--- config.mk ---
export PLATFORM = sky130hd
export DESIGN_NAME = mc_control_decode
export DESIGN_NICKNAME = d
export VERILOG_FILES = /design/src/rtl/mc_control_decode.sv
export SDC_FILE = /design/constraint.sdc
export NUM_CORES = 1
export LEC_CHECK = 0
export CAP_MARGIN = 20
export CORE_ASPECT_RATIO = 0.75
export CORE_MARGIN = 5
export CORE_UTILIZATION = 57
export CTS_BUF_LIST = sky130_fd_sc_hd__clkbuf_4
export DETAILED_ROUTE_END_ITERATION = 10
export PLACE_DENSITY = 0.88
export SYNTH_ARGS = -nofsm -noshare
export SYNTH_HDL_FRONTEND = slang
export SYNTH_SLANG_ARGS = --single-unit
--- constraint.sdc ---
create_clock -name clk -period 11.3 [get_ports clk]
set_clock_uncertainty 0.2 [all_clocks]
set_input_delay 2.26 -clock clk [delete_from_list [all_inputs] [get_ports clk]]
set_output_delay 2.26 -clock clk [all_outputs]
set_load 0.01 [all_outputs]
--- src/rtl/mc_control_decode.sv ---
// mc_control_decode: multicycle control/decode stage in front of the register file.
// Takes one MIPS-style instruction from fetch. Each instruction walks through
// FETCH -> DECODE -> EXEC -> (MEM) -> WB. The stage runs ADD/SUB/AND/OR/SLT,
// ADDI, LW and SW, and flags any other encoding as illegal.
//
// Ports
//   clk, rst              rising-edge clock, asynchronous active-low reset
//   instr_in/instr_valid  instruction from fetch; accepted only in FETCH
//   instr_ready, pc_inc   FETCH indicator; one-cycle pulse after each accept
//   rs, rt / op_a, op_b   register-file read indices and the data read back
//   rd, wb_data, reg_we   register-file write port; rd is 0 outside WB
//   mem_req/we/addr/wdata data-memory request; held until mem_ready
//   mem_rdata, mem_ready  load data and completion from memory
//   illegal               one-cycle pulse in DECODE on an unsupported encoding
//   dbg_state_o           current FSM state (0 FETCH .. 4 WB) for checkers
//
// Handshake: fetch presents instr_in with instr_valid. The transfer happens on
// the clock edge where instr_valid && instr_ready. Memory sees one request per
// load or store. mem_req stays high until the edge where mem_ready is sampled,
// and mem_ready is ignored in any other state.
module mc_control_decode (
  input  logic        clk,
  input  logic        rst,
  input  logic [31:0] instr_in,
  input  logic        instr_valid,
  output logic        instr_ready,
  output logic        pc_inc,
  output logic [4:0]  rs,
  output logic [4:0]  rt,
  output logic [4:0]  rd,
  input  logic [31:0] op_a,
  input  logic [31:0] op_b,
  output logic [31:0] wb_data,
  output logic        reg_we,
  output logic        mem_req,
  output logic        mem_we,
  output logic [31:0] mem_addr,
  output logic [31:0] mem_wdata,
  input  logic [31:0] mem_rdata,
  input  logic        mem_ready,
  output logic        illegal,
  output logic [2:0]  dbg_state_o
);

  typedef enum logic [2:0] {
    S_FETCH  = 3'd0,
    S_DECODE = 3'd1,
    S_EXEC   = 3'd2,
    S_MEM    = 3'd3,
    S_WB     = 3'd4
  } state_t;

  state_t      state_q, state_d;
  logic [31:0] ir_q;     // instruction register
  logic [31:0] alu_q;    // ALUOut
  logic [31:0] mdr_q;    // load data
  logic [31:0] wdata_q;  // store data captured in EXEC

  // Field decode of the held instruction
  logic [5:0]  opcode, funct;
  logic [31:0] imm_sx;
  logic        is_r, is_addi, is_lw, is_sw, legal;
  logic [4:0]  dest;

  assign opcode = ir_q[31:26];
  assign funct  = ir_q[5:0];
  assign imm_sx = {{16{ir_q[15]}}, ir_q[15:0]};

  always_comb begin
    is_r    = 1'b0;
    is_addi = (opcode == 6'h08);
    is_lw   = (opcode == 6'h23);
    is_sw   = (opcode == 6'h2B);
    if (opcode == 6'h00) begin
      case (funct)
        6'h20, 6'h22, 6'h24, 6'h25, 6'h2A: is_r = 1'b1;
        default:                           is_r = 1'b0;
      endcase
    end
    legal = is_r | is_addi | is_lw | is_sw;
    dest  = is_r ? ir_q[15:11] : ir_q[20:16];
  end

  // ALU: R-type uses op_b, the immediate forms use the sign-extended imm
  logic [31:0] alu_b, alu_res;
  assign alu_b = is_r ? op_b : imm_sx;

  always_comb begin
    alu_res = op_a + alu_b;
    if (is_r) begin
      case (funct)
        6'h22:   alu_res = op_a - alu_b;
        6'h24:   alu_res = op_a & alu_b;
        6'h25:   alu_res = op_a | alu_b;
        6'h2A:   alu_res = {31'b0, ($signed(op_a) < $signed(alu_b))};
        default: alu_res = op_a + alu_b;
      endcase
    end
  end

  // State register
  always_ff @(posedge clk or negedge rst) begin
    if (!rst) state_q <= S_FETCH;
    else      state_q <= state_d;
  end

  // Datapath registers
  always_ff @(posedge clk or negedge rst) begin
    if (!rst) begin
      ir_q    <= 32'h0;
      alu_q   <= 32'h0;
      mdr_q   <= 32'h0;
      wdata_q <= 32'h0;
    end else begin
      if (state_q == S_FETCH && instr_valid) ir_q <= instr_in;
      if (state_q == S_EXEC) begin
        alu_q   <= alu_res;
        wdata_q <= op_b;
      end
      if (state_q == S_MEM && mem_ready && is_lw) mdr_q <= mem_rdata;
    end
  end

  // Next-state logic
  always_comb begin
    state_d = state_q;
    case (state_q)
      S_FETCH:  if (instr_valid) state_d = S_DECODE;
      S_DECODE: state_d = legal ? S_EXEC : S_FETCH;
      S_EXEC:   state_d = (is_lw || is_sw) ? S_MEM : S_WB;
      S_MEM:    if (mem_ready) state_d = is_lw ? S_WB : S_FETCH;
      S_WB:     state_d = S_FETCH;
      default:  state_d = S_FETCH;
    endcase
  end

  // Outputs decode only registered state and registers. instr_ready is also
  // gated by rst so that it reads 0 while reset is held.
  always_comb begin
    instr_ready = 1'b0;
    pc_inc      = 1'b0;
    rs          = 5'd0;
    rt          = 5'd0;
    rd          = 5'd0;
    wb_data     = 32'h0;
    reg_we      = 1'b0;
    mem_req     = 1'b0;
    mem_we      = 1'b0;
    mem_addr    = 32'h0;
    mem_wdata   = 32'h0;
    illegal     = 1'b0;
    if (state_q != S_FETCH) begin
      rs = ir_q[25:21];
      rt = ir_q[20:16];
    end
    case (state_q)
      S_FETCH:  instr_ready = rst;
      S_DECODE: begin
        pc_inc  = 1'b1;
        illegal = ~legal;
      end
      S_MEM: begin
        mem_req   = 1'b1;
        mem_we    = is_sw;
        mem_addr  = alu_q;
        mem_wdata = wdata_q;
      end
      S_WB: begin
        // Register 0 as destination: no write is issued and rd stays 0
        rd      = dest;
        reg_we  = (dest != 5'd0);
        wb_data = is_lw ? mdr_q : alu_q;
      end
      default: ;
    endcase
  end

  assign dbg_state_o = state_q;

endmodule

* Yosys cells after proc, flatten, opt, wreduce, memory -nomap -nowiden
Index checks and enable logic that the tools add are counted.
** Storage, ports and cells
- Bits in registers :: 131
- Input port bits :: 132
- Output and inout port bits :: 120
- Logic and storage cells :: 63
** Operators by class
- $add $sub $neg :: 2
- Magnitude comparators :: 1
- Eq/ne operators :: 14
- Muxes and demuxes :: 25
- Bitwise logic cells :: 6
- Reduce and logical (&&, ||, !) cells :: 10
** Operators by type and width (count)
- 32-bit two-way mux :: 6
- 32-bit case mux with 4 select lines :: 1
- 6-bit equality test (second input constant) :: 7
- 32-bit adder :: 1
- 32-bit AND :: 1
- 32-bit < comparator :: 1
- 32-bit bitwise OR :: 1
- 32-bit subtractor :: 1
- 5-bit two-way mux :: 4
- 3-bit two-way mux :: 4
- 3-bit case mux with 4 select lines :: 1
- 1-bit two-way mux :: 8
- 3-bit by 2-bit equality test with 1-bit output (second input constant) :: 2
- 6-bit by 4-bit equality test with 1-bit output (second input constant) :: 1
- 6-bit zero test :: 1
- 5-bit nonzero test :: 1
- 5-bit OR reduction :: 1
- 2-bit inequality test (second input constant) :: 2
- 3-bit by 1-bit equality test with 1-bit output (second input constant) :: 1
- 3-bit equality test (second input constant) :: 1
- 1-bit logical AND :: 3
- 3-bit zero test :: 1
- 1-bit bitwise OR :: 3
- 3-bit nonzero test :: 1
- other kinds (4) :: 4

* Depth between registers and ports, before layout
Gate-level depths: netlist of the first run.
- Word-level depth :: 9
- Mapped depth :: 22
- Mapped depth without buffers :: 18

* Worst setup path after synthesis of the first run
OpenSTA, ideal clock, no wires.
- Kind :: input -> register
- Start :: input port op_b[0]
- End :: register alu_q[24]
- Setup time :: 82 ps
- Data arrival time :: 4765 ps
- Data required time :: 11018 ps
- Path slack :: 6253 ps
- Stages :: 12
- Buffers on the path :: 0
- Cells stage by stage :: a21o_1 ha_1 fa_1 a21o_1 a221oi_2 o21ai_1 a21boi_2 o41ai_2 a31o_1 o221a_1 a31o_1 a31oi_1
** Between the ends
- Cells in the longest elaborated chain, start to end :: 4
- Elaborated cells between the ends (all ways) :: 5
- Those cells by class :: 2 x add/sub; 3 x mux
** RTL lines
- from (decl) :: RTL line 32 : input logic [31:0] op_b,
- 32-bit two-way mux (*) :: RTL line 86 : assign alu_b = is_r ? op_b : imm_sx;
- 32-bit adder or 32-bit subtractor (tied branches) :: RTL line 89, 96, 92
- 32-bit case mux with 4 select lines :: RTL line 91 : case (funct)
- 32-bit two-way mux (*) :: RTL line 90 : if (is_r) begin
- to (signal assigned) :: RTL line 117 : alu_q <= alu_res;
- to (decl) :: RTL line 55 : logic [31:0] alu_q;
Mark *: on every way between the ends. The rest lies on a longest branch, timed or not.
A chain may end at the register's enable or synchronous reset.

* Worst setup path after layout of the first run
- Start :: register ir_q[0]
- End :: output port reg_we
** Between the ends
- Cells in the longest elaborated chain, start to end :: 7
- Elaborated cells between the ends (all ways) :: 11
- Those cells by class :: 5 x eq/ne; 4 x mux; 2 x reduce/logical
** RTL lines
- from (decl) :: RTL line 54 : logic [31:0] ir_q;
- from (signal assigned) :: RTL line 115 : if (state_q == S_FETCH && instr_valid) ir_q <= instr_in;
- 6-bit equality test :: RTL line 75 : case (funct)
- 5-bit OR reduction (*) :: RTL line 75
- 1-bit two-way mux (*) :: RTL line 75
- 1-bit two-way mux (*) :: RTL line 74 : if (opcode == 6'h00) begin
- 5-bit two-way mux (*) :: RTL line 81 : dest = is_r ? ir_q[15:11] : ir_q[20:16];
- 5-bit nonzero test (*) :: RTL line 171 : reg_we = (dest != 5'd0);
- 1-bit two-way mux (*) :: RTL line 156 : case (state_q)
- to (decl) :: RTL line 34 : output logic reg_we,
Marked as above.

==> run metrics, run 1 <==
status finished clean; drt via density slightly above 6; DRC Markers 0; mux cell area share after synthesis 0.07891; hpwl dp ~30,000 microns; Die Y approximately 130 microns; Leakage 6.493 nW; Max FO, Critical Path 62; critical path launch point type flip-flop; Synth Area in Adders 0.1110; Initial Util 0.5809; Clk Latency, worst-skew pair roughly 0.56 ns; Crit. End Element primary output; Detailed Routing Iterations Pass 1 6; EDFF count, synth 0; routability congestion estimate about 1.0; CTS tree done; Max Clock Freq between 150 and 200 MHz; die width roughly 170 microns; CTS Buf Count 17; core area about 19,000 sq um; clk slew on worst S/H paths between 0.1 and 0.15 ns; Max stage delay cell, worst path clkdlybuf4s50_1; Avg Cell Area, Syn a little under 8 sq um; Avg WL per Cell approximately 21 microns; max-slew violation count 0; multi-input gate area in the final layout 7340 sq um; post-cts repair resize count 0; # H-tree levels 4; Mapped Area roughly 11,000 sq um; Cell Rows 44; share of synthesized registers carrying an async set or reset 1.000; Rel. slew slack 0.3285; YS warnings 0; RSZ-0062 raised after global routing false; Least-Margin Pin Slew roughly 1 ns; io pins between 200 and 300; first-pass GRT wire length ~62,000 microns; I/O Buffers roughly 250; final hold vios 0; Vias ~12,000; share of cells above drive strength 1 0.07922; Compound-Gate Fraction of Synth Area 0.2125; die footprint 22,750 sq um; largest net degree at the start of global routing 74; Post-CTS Hold Buffers 0; setup TNS 0 ns; grt ovf 0; critical path, cell by cell buf_4 -> inv_2 -> o21ai_0 -> a211oi_1 -> and2_2 -> buf_4 -> nor3_1 -> a211oi_1 -> clkdlybuf4s50_1; Clock Sinks approximately 130; VDD IR max 0.08972 mV; post-layout min period between 6 and 7 ns; initial antenna violation count 0; Distinct cells, synth 77; Antenna Cells 0; postcts setup bufs 0; Post-Place Cells between 1,500 and 2,000; simple-gate share of the synthesized area 0.2125; Main synth FF type dfrtp_1; largest family of logic cells by synthesized area simple AND/OR/NAND/NOR gates; Tcrit/Tclk final 0.5362; final non-filler cell total 1,894; Syn Inst Count 1,425; critical path class reg2out; xor and xnor fraction of the mapped netlist area 0.03413; largest delay contributor family on the critical path buffers and inverters; area occupied by registers about 3300 sq um; crit-path max cell delay 0.61 ns; DR iter-0 viols roughly 1,400; Nets 1,860; root buf cell clkbuf_4; Power Density around 160 nW/um^2; P&R area growth vs syn 26.45%; GR Util All Layers 0.3346; Synth Register Bits 131; maxcap violations 0; post-synth net total about 1,700; fill count around 1,500; crit path buf inv count 4; clock tree buffer depth 2; Seq/Total Area, Yosys 0.2904; critical path arrival about 3.6 ns; Routed WL between 30,000 and 40,000 microns; HP Class reg2reg; Final setup violation count 0; ANT nets after route 0; vias in the first global route approximately 11,000; Worst Path Required 8.84 ns
==> metal layers <==
metal / vias to the layer above / routed length [microns] / global-route usage
li1: 5331 / - / -
met5: - / 0 / 0
met1: 5606 / 17370 / 0.4862
met3: 65 / 4728 / 0.1044
met4: 0 / 646 / 0.06907
met2: 700 / 16860 / 0.4927
==> placed cells by master (no fill, tap or decap), types with 12 or more instances in the layout <==
cell type          n
clkdlybuf4s50_1  250
nand2_1          241
dfrtp_1          131
a21oi_1          112
nor2_1           100
ha_1              97
inv_1             92
and2_1            71
o21ai_0           64
mux2_2            56
a21o_1            34
xnor2_1           27
nor3_1            20
nand3_1           19
clkbuf_4          19
a211oi_1          17
o22ai_1           17
xor2_1            17
nor2b_1           16
mux2_1            16
buf_4             15
a31oi_1           12
==> cell usage after synthesis, types with 4 or more instances <==
cell	count	share of area
o211ai_1	10	0.0066
and3_1	5	0.0028
a21o_1	34	0.023
a211o_1	5	0.0039
o21bai_1	9	0.0060
nand3_1	19	0.0084
a31oi_1	12	0.0066
dfrtp_1	131	0.29
buf_2	7	0.0031
o22ai_1	17	0.0094
mux2_2	56	0.056
ha_1	97	0.11
a311oi_1	6	0.0047
o31ai_1	10	0.0066
a211oi_1	17	0.011
inv_2	5	0.0017
mux2_1	16	0.016
o221ai_1	7	0.0054
a21oi_1	112	0.050
o21ai_0	64	0.028
mux2i_1	8	0.0071
nor2b_1	17	0.0094
nand4_1	10	0.0055
a221oi_1	4	0.0031
inv_1	92	0.031
a21boi_0	5	0.0033
clkbuf_1	72	0.024
and2_1	72	0.040
o21ai_1	7	0.0031
nand2b_1	5	0.0028
nand2_1	241	0.080
o21a_1	6	0.0040
or4_1	5	0.0033
xnor2_1	27	0.021
nor2_1	101	0.034
nor4_1	9	0.0050
nor3_1	20	0.0089
or3_1	8	0.0044
xor2_1	17	0.013
==> tightest hold or removal path, cell delays in order, from the launching register on <==
cell     delay (ns)
dfrtp_1        0.35
nand2_1        0.05
nand2_1        0.06
==> report_power, final <==
| part | total, mW | switching (mW) | leakage [nW] | internal (mW) |
|---|---|---|---|---|
| Combinational | 1.12 | 0.663 | 4.73 | 0.460 |
| Clock | 0.379 | 0.198 | 0.165 | 0.180 |
| Sequential | 0.751 | 0.139 | 1.60 | 0.611 |
==> sequential cells by signal, summed over array words and instances (netlist names) <==
register / flops
alu_q: 32
ir_q: 32
mdr_q: 32
wdata_q: 32
dbg_state_o: 3
==> cells by family after synthesis <==
| family | count (synthesis) |
|---|---|
| adders and majority gates | 99 |
| buffers and inverters | 180 |
| xor gates and xnor gates | 44 |
| DFF | 131 |
| muxes | 80 |
| and+or+nand+nor | 524 |
| AOI/OAI and AO/OA | 367 |
==> final timing paths <==
kind                                         start                      end  slack, ns  cells after the start
setup / recovery               ir_q[0]$_DFFE_PN0P_                   reg_we       5.24                      9
hold reg to reg            wdata_q[24]$_DFFE_PN0N_  wdata_q[24]$_DFFE_PN0N_       0.28                      2
hold / removal             wdata_q[24]$_DFFE_PN0N_  wdata_q[24]$_DFFE_PN0N_       0.28                      2
min in group asynchronous                      rst     mdr_q[7]$_DFFE_PN0P_       1.45                      1
max in group asynchronous                      rst  wdata_q[24]$_DFFE_PN0N_       8.02                      2
setup reg to reg               ir_q[0]$_DFFE_PN0P_    alu_q[29]$_DFFE_PN0N_       5.61                     17
==> cell type report <==
cell class / instances / area share
inverter: 98 / 0.02577
multi-input combinational: 1114 / 0.5141
timing repair buffer: 267 / 0.1859
clock buffer: 19 / 0.009991
sequential: 131 / 0.2296
tap: 253 / 0.02217
clock inverter: 12 / 0.01245
==> per-stage QoR <==
step | instance area, sq um | hold WS [ns] | setup WS (ns) | power, mW | util
4_1_cts | 14250 | 0.2802 | 5.223 | 2.218 | 0.7332
3_5_place_dp | 13930 | 0.2538 | 5.155 | 1.837 | 0.7167
5_1_grt | 14280 | 0.2921 | 4.985 | 2.394 | 0.7346
2_1_floorplan | 11290 | 0.2374 | 6.253 | 1.464 | -
3_3_place_gp | 13930 | 0.2488 | 5.277 | 1.808 | 0.7167
6_report | 14280 | 0.2811 | 5.241 | 2.252 | 0.7346
Note: power is estimated with default switching activity, not from simulation.
==> run 2: changes to the inputs <==
--- a/config.mk
+++ b/config.mk
@@ -8,10 +8,10 @@
 export CAP_MARGIN = 20
 export CORE_ASPECT_RATIO = 0.75
 export CORE_MARGIN = 5
-export CORE_UTILIZATION = 57
+export CORE_UTILIZATION = 48
 export CTS_BUF_LIST = sky130_fd_sc_hd__clkbuf_4
 export DETAILED_ROUTE_END_ITERATION = 10
-export PLACE_DENSITY = 0.88
+export PLACE_DENSITY = 0.79
 export SYNTH_ARGS = -nofsm -noshare
 export SYNTH_HDL_FRONTEND = slang
 export SYNTH_SLANG_ARGS = --single-unit
==> constraint.sdc (replaced) <==
create_clock -name clk -period 5.55 [get_ports clk]
set_clock_uncertainty 0.2 [all_clocks]
set_input_delay 1.11 -clock clk [delete_from_list [all_inputs] [get_ports clk]]
set_output_delay 1.11 -clock clk [all_outputs]
set_load 0.01 [all_outputs]
==> run metrics, run 2 (synthesis gave the netlist of run 1 again) <==
status finished clean (unchanged); CTS tree done (unchanged); Leakage 6.533 nW (was 6.493 nW); VDD IR max 0.1800 mV (was 0.08972 mV); initial antenna violation count 2 (was 0); critical path arrival 5.36 ns (was 3.60 ns); Power Density 320.3 nW/um^2 (was 157.8 nW/um^2); share of cells above drive strength 1 0.08540 (was 0.07922); RSZ-0062 raised after global routing false (unchanged); critical path launch point type flip-flop (unchanged); post-cts repair resize count 0 (unchanged); Vias 11,434 (was 11,702); R2R depth 16 (was 17); Die Y 142.8 microns (was 131.9 microns); Final setup violation count 0 (unchanged); reg2reg end alu_q[0]$_DFFE_PN0N_ (was alu_q[29]$_DFFE_PN0N_); clk slew on worst S/H paths 0.14 ns (was 0.12 ns); Worst Path Required 5.84 ns (was 8.84 ns); Least-Margin Pin Slew 1.100 ns (was 1.004 ns); critical path class reg2reg (was reg2out); Post-CTS Hold Buffers 0 (unchanged); clock tree buffer depth 2 (unchanged); drt via density 5.858 (was 6.178); CP endpoint alu_q[0]$_DFFE_PN0N_ (was reg_we); hpwl dp 31,720 microns (was 29,970 microns); final hold vios 0 (unchanged); Reg2Reg Setup Slack 0.48 ns (was 5.61 ns); crit path from ir_q[27]$_DFFE_PN0P_ (was ir_q[0]$_DFFE_PN0P_); post-layout min period between 5 and 6 ns; largest net degree at the start of global routing 69 (was 74); Routed WL 41,120 microns (was 39,600 microns); root buf cell clkbuf_4 (unchanged); Post-Place Cells 1,918 (was 1,862); maxcap violations 0 (unchanged); Avg WL per Cell 21.07 microns (was 20.91 microns); # H-tree levels 4 (unchanged); Clk Latency, worst-skew pair 0.59 ns (was 0.56 ns); Max Clock Freq between 150 and 200 MHz; Cell Rows 48 (was 44); Clock Sinks 131 (unchanged); routability congestion estimate 0.9840 (was 1.043); core area 23,060 sq um (was 19,430 sq um); Crit. End Element flip-flop (was primary output); Rel. slew slack 0.2640 (was 0.3285); Post-Place Cell Area 14,050 sq um (was 13,930 sq um); most common cell after layout, fill and taps aside clkdlybuf4s50_1 (unchanged); postcts setup bufs 0 (unchanged); grt ovf 0 (unchanged); I/O Buffers 251 (unchanged); max-slew violation count 0 (unchanged); Final Cell Area 14,400 sq um (was 14,280 sq um); Nets 1,869 (was 1,860); Detailed Routing Iterations Pass 1 8 (was 6); Tcrit/Tclk final 0.9131; vias in the first global route 11,074 (was 11,082); Worst R2R Start ir_q[27]$_DFFE_PN0P_ (was ir_q[0]$_DFFE_PN0P_); first-pass GRT wire length 64,310 microns (was 62,160 microns); die footprint 26,720 sq um (was 22,750 sq um); DR iter-0 viols 1,022 (was 1,392); power consumption 4.611 mW (was 2.252 mW); ANT nets after route 0 (unchanged); Initial Util 0.4895 (was 0.5809); Max FO, Critical Path 20 (was 62); DRC Markers 0 (unchanged); most frequent cells in the layout 250 x clkdlybuf4s50_1, 241 x nand2_1, 131 x dfrtp_1, 112 x a21oi_1, 100 x nor2_1 (unchanged); GR Util All Layers 0.3047 (was 0.3346); io pins 252 (unchanged); CTS Buf Count 17 (unchanged); P&R area growth vs syn 27.51% (was 26.45%); final non-filler cell total 1,952 (was 1,894); HP Class in2async (was reg2reg); setup TNS 0 ns (unchanged); fill count 2,050 (was 1,514); die width 187.1 microns (was 172.5 microns)
## run 2: per-layer routing
metal  vias up  wire length, microns  GRT usage
li1       5356                     -          -
met1      5459                 18530     0.4391
met2       564                 17210     0.4489
met3        53                  4703    0.09604
met4         2                   658    0.06962
met5         -                    13          0
## run 2: worst min-delay path by stage
stage                            endpoint  slack (ns)
6_report       dbg_state_o[2]$_DFFE_PN0P_        0.18
5_1_grt        dbg_state_o[2]$_DFFE_PN0P_        0.15
4_1_cts        dbg_state_o[2]$_DFFE_PN0P_        0.16
3_5_place_dp       wdata_q[3]$_DFFE_PN0N_        0.25
3_3_place_gp      wdata_q[13]$_DFFE_PN0N_        0.25
2_1_floorplan      wdata_q[0]$_DFFE_PN0N_        0.24
## run 2: report_power, final
part | internal [mW] | switching, mW
clock network | 0.331 | 0.437
registers | 1.24 | 0.269
logic | 0.945 | 1.38
total | 2.52 | 2.09
## run 2: critical path: stages, from the launching register on
cell and delay (ns):
dfrtp_1 0.42, or3_1 0.40, nor4_1 0.24, and2_2 0.48
buf_4 0.30, mux2_2 0.37, inv_1 0.09, ha_1 0.28
inv_2 0.11, a21oi_1 0.08, o31ai_1 0.31, o2111ai_1 0.26
a311oi_1 0.61, nor3_2 0.19, nor4_1 0.26, nor4_1 0.09
o31a_1 0.27
## run 2: final cells by class
| cell class | count | area [sq um] | area share |
|---|---|---|---|
| multi-input cells | 1114 | 7342 | 0.5100 |
| flip-flops and latches | 131 | 3278 | 0.2277 |
| repair buffers | 276 | 2714 | 0.1885 |
| well taps | 300 | 375.4 | 0.02608 |
| inverters | 98 | 367.9 | 0.02555 |
| clock inverters | 13 | 172.7 | 0.01199 |
| clock buffers | 19 | 142.6 | 0.009909 |
| diodes | 1 | 2.502 | 0.0001738 |
## run 2: per-stage QoR
stage	hold slack [ns]	util	worst slack, ns
floorplan	0.2374	-	1.031
global placement	0.2487	0.6093	0.5159
detailed placement	0.2537	0.6093	0.4028
CTS	0.1565	0.6230	0.4316
global route	0.1520	0.6242	0.1385
finish	0.1827	0.6242	0.4823
==> edit 1, RTL diff (flow settings as in run 2) <==
Remove the case item `6'h22` of the case on `funct`.
--- a/src/rtl/mc_control_decode.sv
+++ b/src/rtl/mc_control_decode.sv
@@ -89,7 +89,6 @@
     alu_res = op_a + alu_b;
     if (is_r) begin
       case (funct)
-        6'h22:   alu_res = op_a - alu_b;
         6'h24:   alu_res = op_a & alu_b;
         6'h25:   alu_res = op_a | alu_b;
         6'h2A:   alu_res = {31'b0, ($signed(op_a) < $signed(alu_b))};
Formal check against the unedited RTL: not equivalent (a bounded check fails within 4 cycles, from zero or initial values and one cycle with rst low).
==> edit 1 against run 2 <==
Cell area fell by 11%; cell count shrank 15%; utilization up 1.1 points; routed wire length down 23%; first-iteration DRC count shrank 30%; sequential cell count did not move; total power down 15%; setup slack better by 0.48 ns; area after synthesis decreased by 12%.
==> edit 1: results <==
[critical_path]
startpoint = ir_q[31]
r2r_slack_ns = 0.97
arrival_ns = 4.81

[yosys]
syn_area_per_cell_um2 = 8.43
synth_nets = 1406
ys_top_cells_by_count = nand2_1 (220), dfrtp_1 (131), a21oi_1 (100)
seq_area_frac_synth_pct = 33.1
netlist_top_cells_area = dfrtp_1 (33%), ha_1 (12%), nand2_1 (8.3%)

[grt]
grt_pass1_wl_um = 49700
antenna_found_initial = 0
gr-usage-met2_pct = 38.5
grt_pass1_vias = 9089
grt_util_all_layers_pct = 26.4
grt_use_met1_pct = 39.1

[power]
ir_worst_vdd_v = 0.000153
p_leak_nw = 5.96

[route]
drt-met1-wl_um = 15200
drt_iter0_drc = 719
dr_wl_met3_um = 3040
avgViaCountPerCell = 5.56
post_drt_wl_per_cell_um = 19.0
route.met2.wl_um = 12900

[clock_network]
insertion_delay_ns = 0.55

[placement]
dp_hpwl_um = 24400
place_area_um2 = 12600
globalplace.congestion = 0.984
dp_slack_ns = 0.930

[finish]
final_nets = 1619
instances_no_fill = 1660
diodes = 0

[sta]
whs_ns = 0.243
slew_headroom_pct = 33.9

[outcome]
outcome = finished, final reports clean
-- edit 1: report_power, final --
part           internal, mW  switching [mW]  leakage [nW]
clock                 0.316           0.399         0.157
sequential             1.25           0.261          1.60
combinational         0.740           0.955          4.20
total                  2.30            1.61          5.96
-- edit 1: worst max-delay path, stage by stage (launching register included) --
cell and delay, ns:
dfrtp_1 0.41, nor3_1 0.29, o21ai_1 0.18, nor4_4 0.18
buf_4 0.43, o21ai_0 0.25, ha_1 0.28, fa_1 0.41
a21oi_1 0.26, o21ai_1 0.11, a21oi_2 0.23, o21a_1 0.26
nor3_2 0.07, or4b_1 0.51, o211ai_2 0.11, xor2_2 0.17
o221ai_2 0.11
-- edit 1: worst min path at each step --
stage	start	to	cells past startpoint
after global routing	rst	dbg_state_o[0]	1
after CTS	rst	mdr_q[8]	1
final	rst	dbg_state_o[0]	1
after floorplan	wdata_q[0]	wdata_q[0]	2
after global placement	wdata_q[19]	wdata_q[19]	2
after detailed placement	wdata_q[7]	wdata_q[7]	2
-- edit 1: area by class of cell --
cell class	count	area, µm²
clock buffer	17	128
inverter	85	320
timing repair buffer	264	2610
multi-input combinational	891	6050
tap	258	323
sequential	131	3280
fill	1804	7390
clock inverter	14	178
-- edit 1: cells by family (layout without fill, tap and decap cells) --
family / Yosys count / count (layout) / share of synthesized area (%)
AND/OR/NAND/NOR: 419 / 419 / 19.6
AO/OA/AOI/OAI: 265 / 265 / 17.2
buffers and inverters: 155 / 380 / 6.16
flip-flops: 131 / 131 / 33.1
adder cells (fa/ha/maj): 97 / 97 / 12.3
multiplexers: 80 / 80 / 8.99
XOR/XNOR: 30 / 30 / 2.72
==> edit 2, RTL diff (settings of run 2) <==
Without the edit above. Reset style: synchronous (`rst`), changed in 2 clocked blocks. Comments in the files are not updated.
--- a/src/rtl/mc_control_decode.sv
+++ b/src/rtl/mc_control_decode.sv
@@ -99,13 +99,13 @@
   end
 
   // State register
-  always_ff @(posedge clk or negedge rst) begin
+  always_ff @(posedge clk) begin
     if (!rst) state_q <= S_FETCH;
     else      state_q <= state_d;
   end
 
   // Datapath registers
-  always_ff @(posedge clk or negedge rst) begin
+  always_ff @(posedge clk) begin
     if (!rst) begin
       ir_q    <= 32'h0;
       alu_q   <= 32'h0;
Function: differs if rst is asserted again (counterexample within 4 cycles, from zero or initial values and one cycle with rst low); with rst held inactive, the same outputs for 4 cycles.
==> edit 2 against run 2 <==
First-iteration DRC count up 40%; hold slack better by 0.087 ns; setup slack worse by 0.065 ns; fmax down 1.3%; routed wire length up 3.7%; sequential cell count unchanged; area after synthesis down 1.3%; via count up 7.6%; cell area down 1.2%; critical path type unchanged; highest routed layer is now met4.
Power is not compared: it rests on default switching activity, and its combinational part moved more than twofold at a synthesized area within 25%.
==> edit 2: results <==
[grt]
use_met3_pct = 6.59
grt_pass1_vias = 11300
grt_pass1_wl_um = 64500
antenna_found_initial = 4
grt_util_all_layers_pct = 30.9
gr-usage-met2_pct = 47.5
grt_max_degree = 79
grt_use_met1_pct = 44.4

[clock_network]
clkSlewWorstSetupHoldPaths_ns = 0.15
clock_path_buffers = 2
cts-root-buf = clkbuf_4
insertion_delay_ns = 0.57
cts-htree-levels = 4

[yosys]
syn-instance-count = 1568
ys_top_cells_by_count = nand2_1 (333), dfxtp_1 (131), a21oi_1 (115)
synth_nets = 1799
muxShareOfSynthArea_pct = 1.92
synthXorXnorAreaFrac_pct = 3.30
synth_ff_type = dfxtp_1
synth_compound_area_share_pct = 28.9
async_flop_share_pct = 0
synth_cell_types = 71
seq_area_frac_synth_pct = 23.5
netlist_top_cells_area = dfxtp_1 (24%), nand2_1 (11%), ha_1 (11%)
synthAdderAreaFrac_pct = 11.3

[placement]
globalplace.congestion = 0.987
dp_hpwl_um = 32900
placed_cells = 2044
place_area_um2 = 13900

[route]
top_layer = met4
dr_wl_met3_um = 4650
drt_iter0_drc = 1435
finalWirelength_um = 42600
route.met2.wl_um = 18300
drt-met1-wl_um = 18700
avgViaCountPerCell = 5.91
dr.pass1.iters = 6
post_drt_wl_per_cell_um = 20.5

[critical_path]
cp_max_fo = 23
cpLargestDelayFamily = compound AO/OA/AOI/OAI gates
cp-end-kind = flip-flop
r2r_end = alu_q[14]
reg2reg_from = ir_q[5]
r2r_cells = 18
r2r_slack_ns = 0.42
startpoint = ir_q[5]
arrival_ns = 5.41
cp_slowest_stage_delay_ns = 0.49
cp_slowest_cell = o31ai_1

[power]
sw_frac_of_total_pct = 38.3
p_leak_nw = 5.54
ir_worst_vdd_v = 0.000147

[finish]
fillers = 2072
drive_above_1_share_pct = 5.29

[sta]
period_needed_ns = 5.13
slew_headroom_pct = 33.1

[worst_hold_path]
min_path_type = reg2reg

[outcome]
outcome = finished, final reports clean
[edit 2: tightest hold or removal path: stages (launching register included)]
cell,delay (ns)
dfxtp_1,0.33
nand2_1,0.04
a21boi_0,0.06
[edit 2: worst min path at each step]
stage               cells after the start          end  slack, ns         from
floorplan                               2   wdata_q[0]       0.24   wdata_q[0]
global placement                        2  wdata_q[16]       0.25  wdata_q[16]
detailed placement                      2  wdata_q[16]       0.25  wdata_q[16]
CTS                                     2   wdata_q[0]       0.27   wdata_q[0]
global route                            2    mdr_q[11]       0.29    mdr_q[11]
finish                                  2   wdata_q[0]       0.27   wdata_q[0]
[edit 2: area by class of cell]
class | instances | area, µm² | area share, %
Antenna cell | 4 | 10.0 | 0.0704
Clock buffer | 17 | 128 | 0.897
Clock inverter | 15 | 185 | 1.30
Inverter | 101 | 379 | 2.67
Multi-Input combinational cell | 1231 | 7760 | 54.5
Sequential cell | 131 | 2620 | 18.5
Tap cell | 300 | 375 | 2.64
Timing Repair Buffer | 282 | 2760 | 19.4
[edit 2: power by group through the flow]
| stage | Sequential (mW) | Combinational [mW] | Clock [mW] |
|---|---|---|---|
| final | 0.979 | 0.846 | 0.724 |
| after global routing | 0.982 | 0.917 | 0.769 |
| after CTS | 0.978 | 0.825 | 0.726 |
| after detailed placement | 0.999 | 0.820 | 0 |
| after global placement | 0.998 | 0.813 | 0 |
| after floorplan | 0.991 | 0.534 | 0 |
[edit 2: timing repair]
| action | 4_1_cts | 5_1_grt |
|---|---|---|
| hold buffers | 0 | 0 |
| resized for setup | 0 | 1 |
| buffers inserted | 0 | 0 |
| hold endpoints to repair | 0 | 0 |
| endpoints found under the setup margin | 0 | 2 |
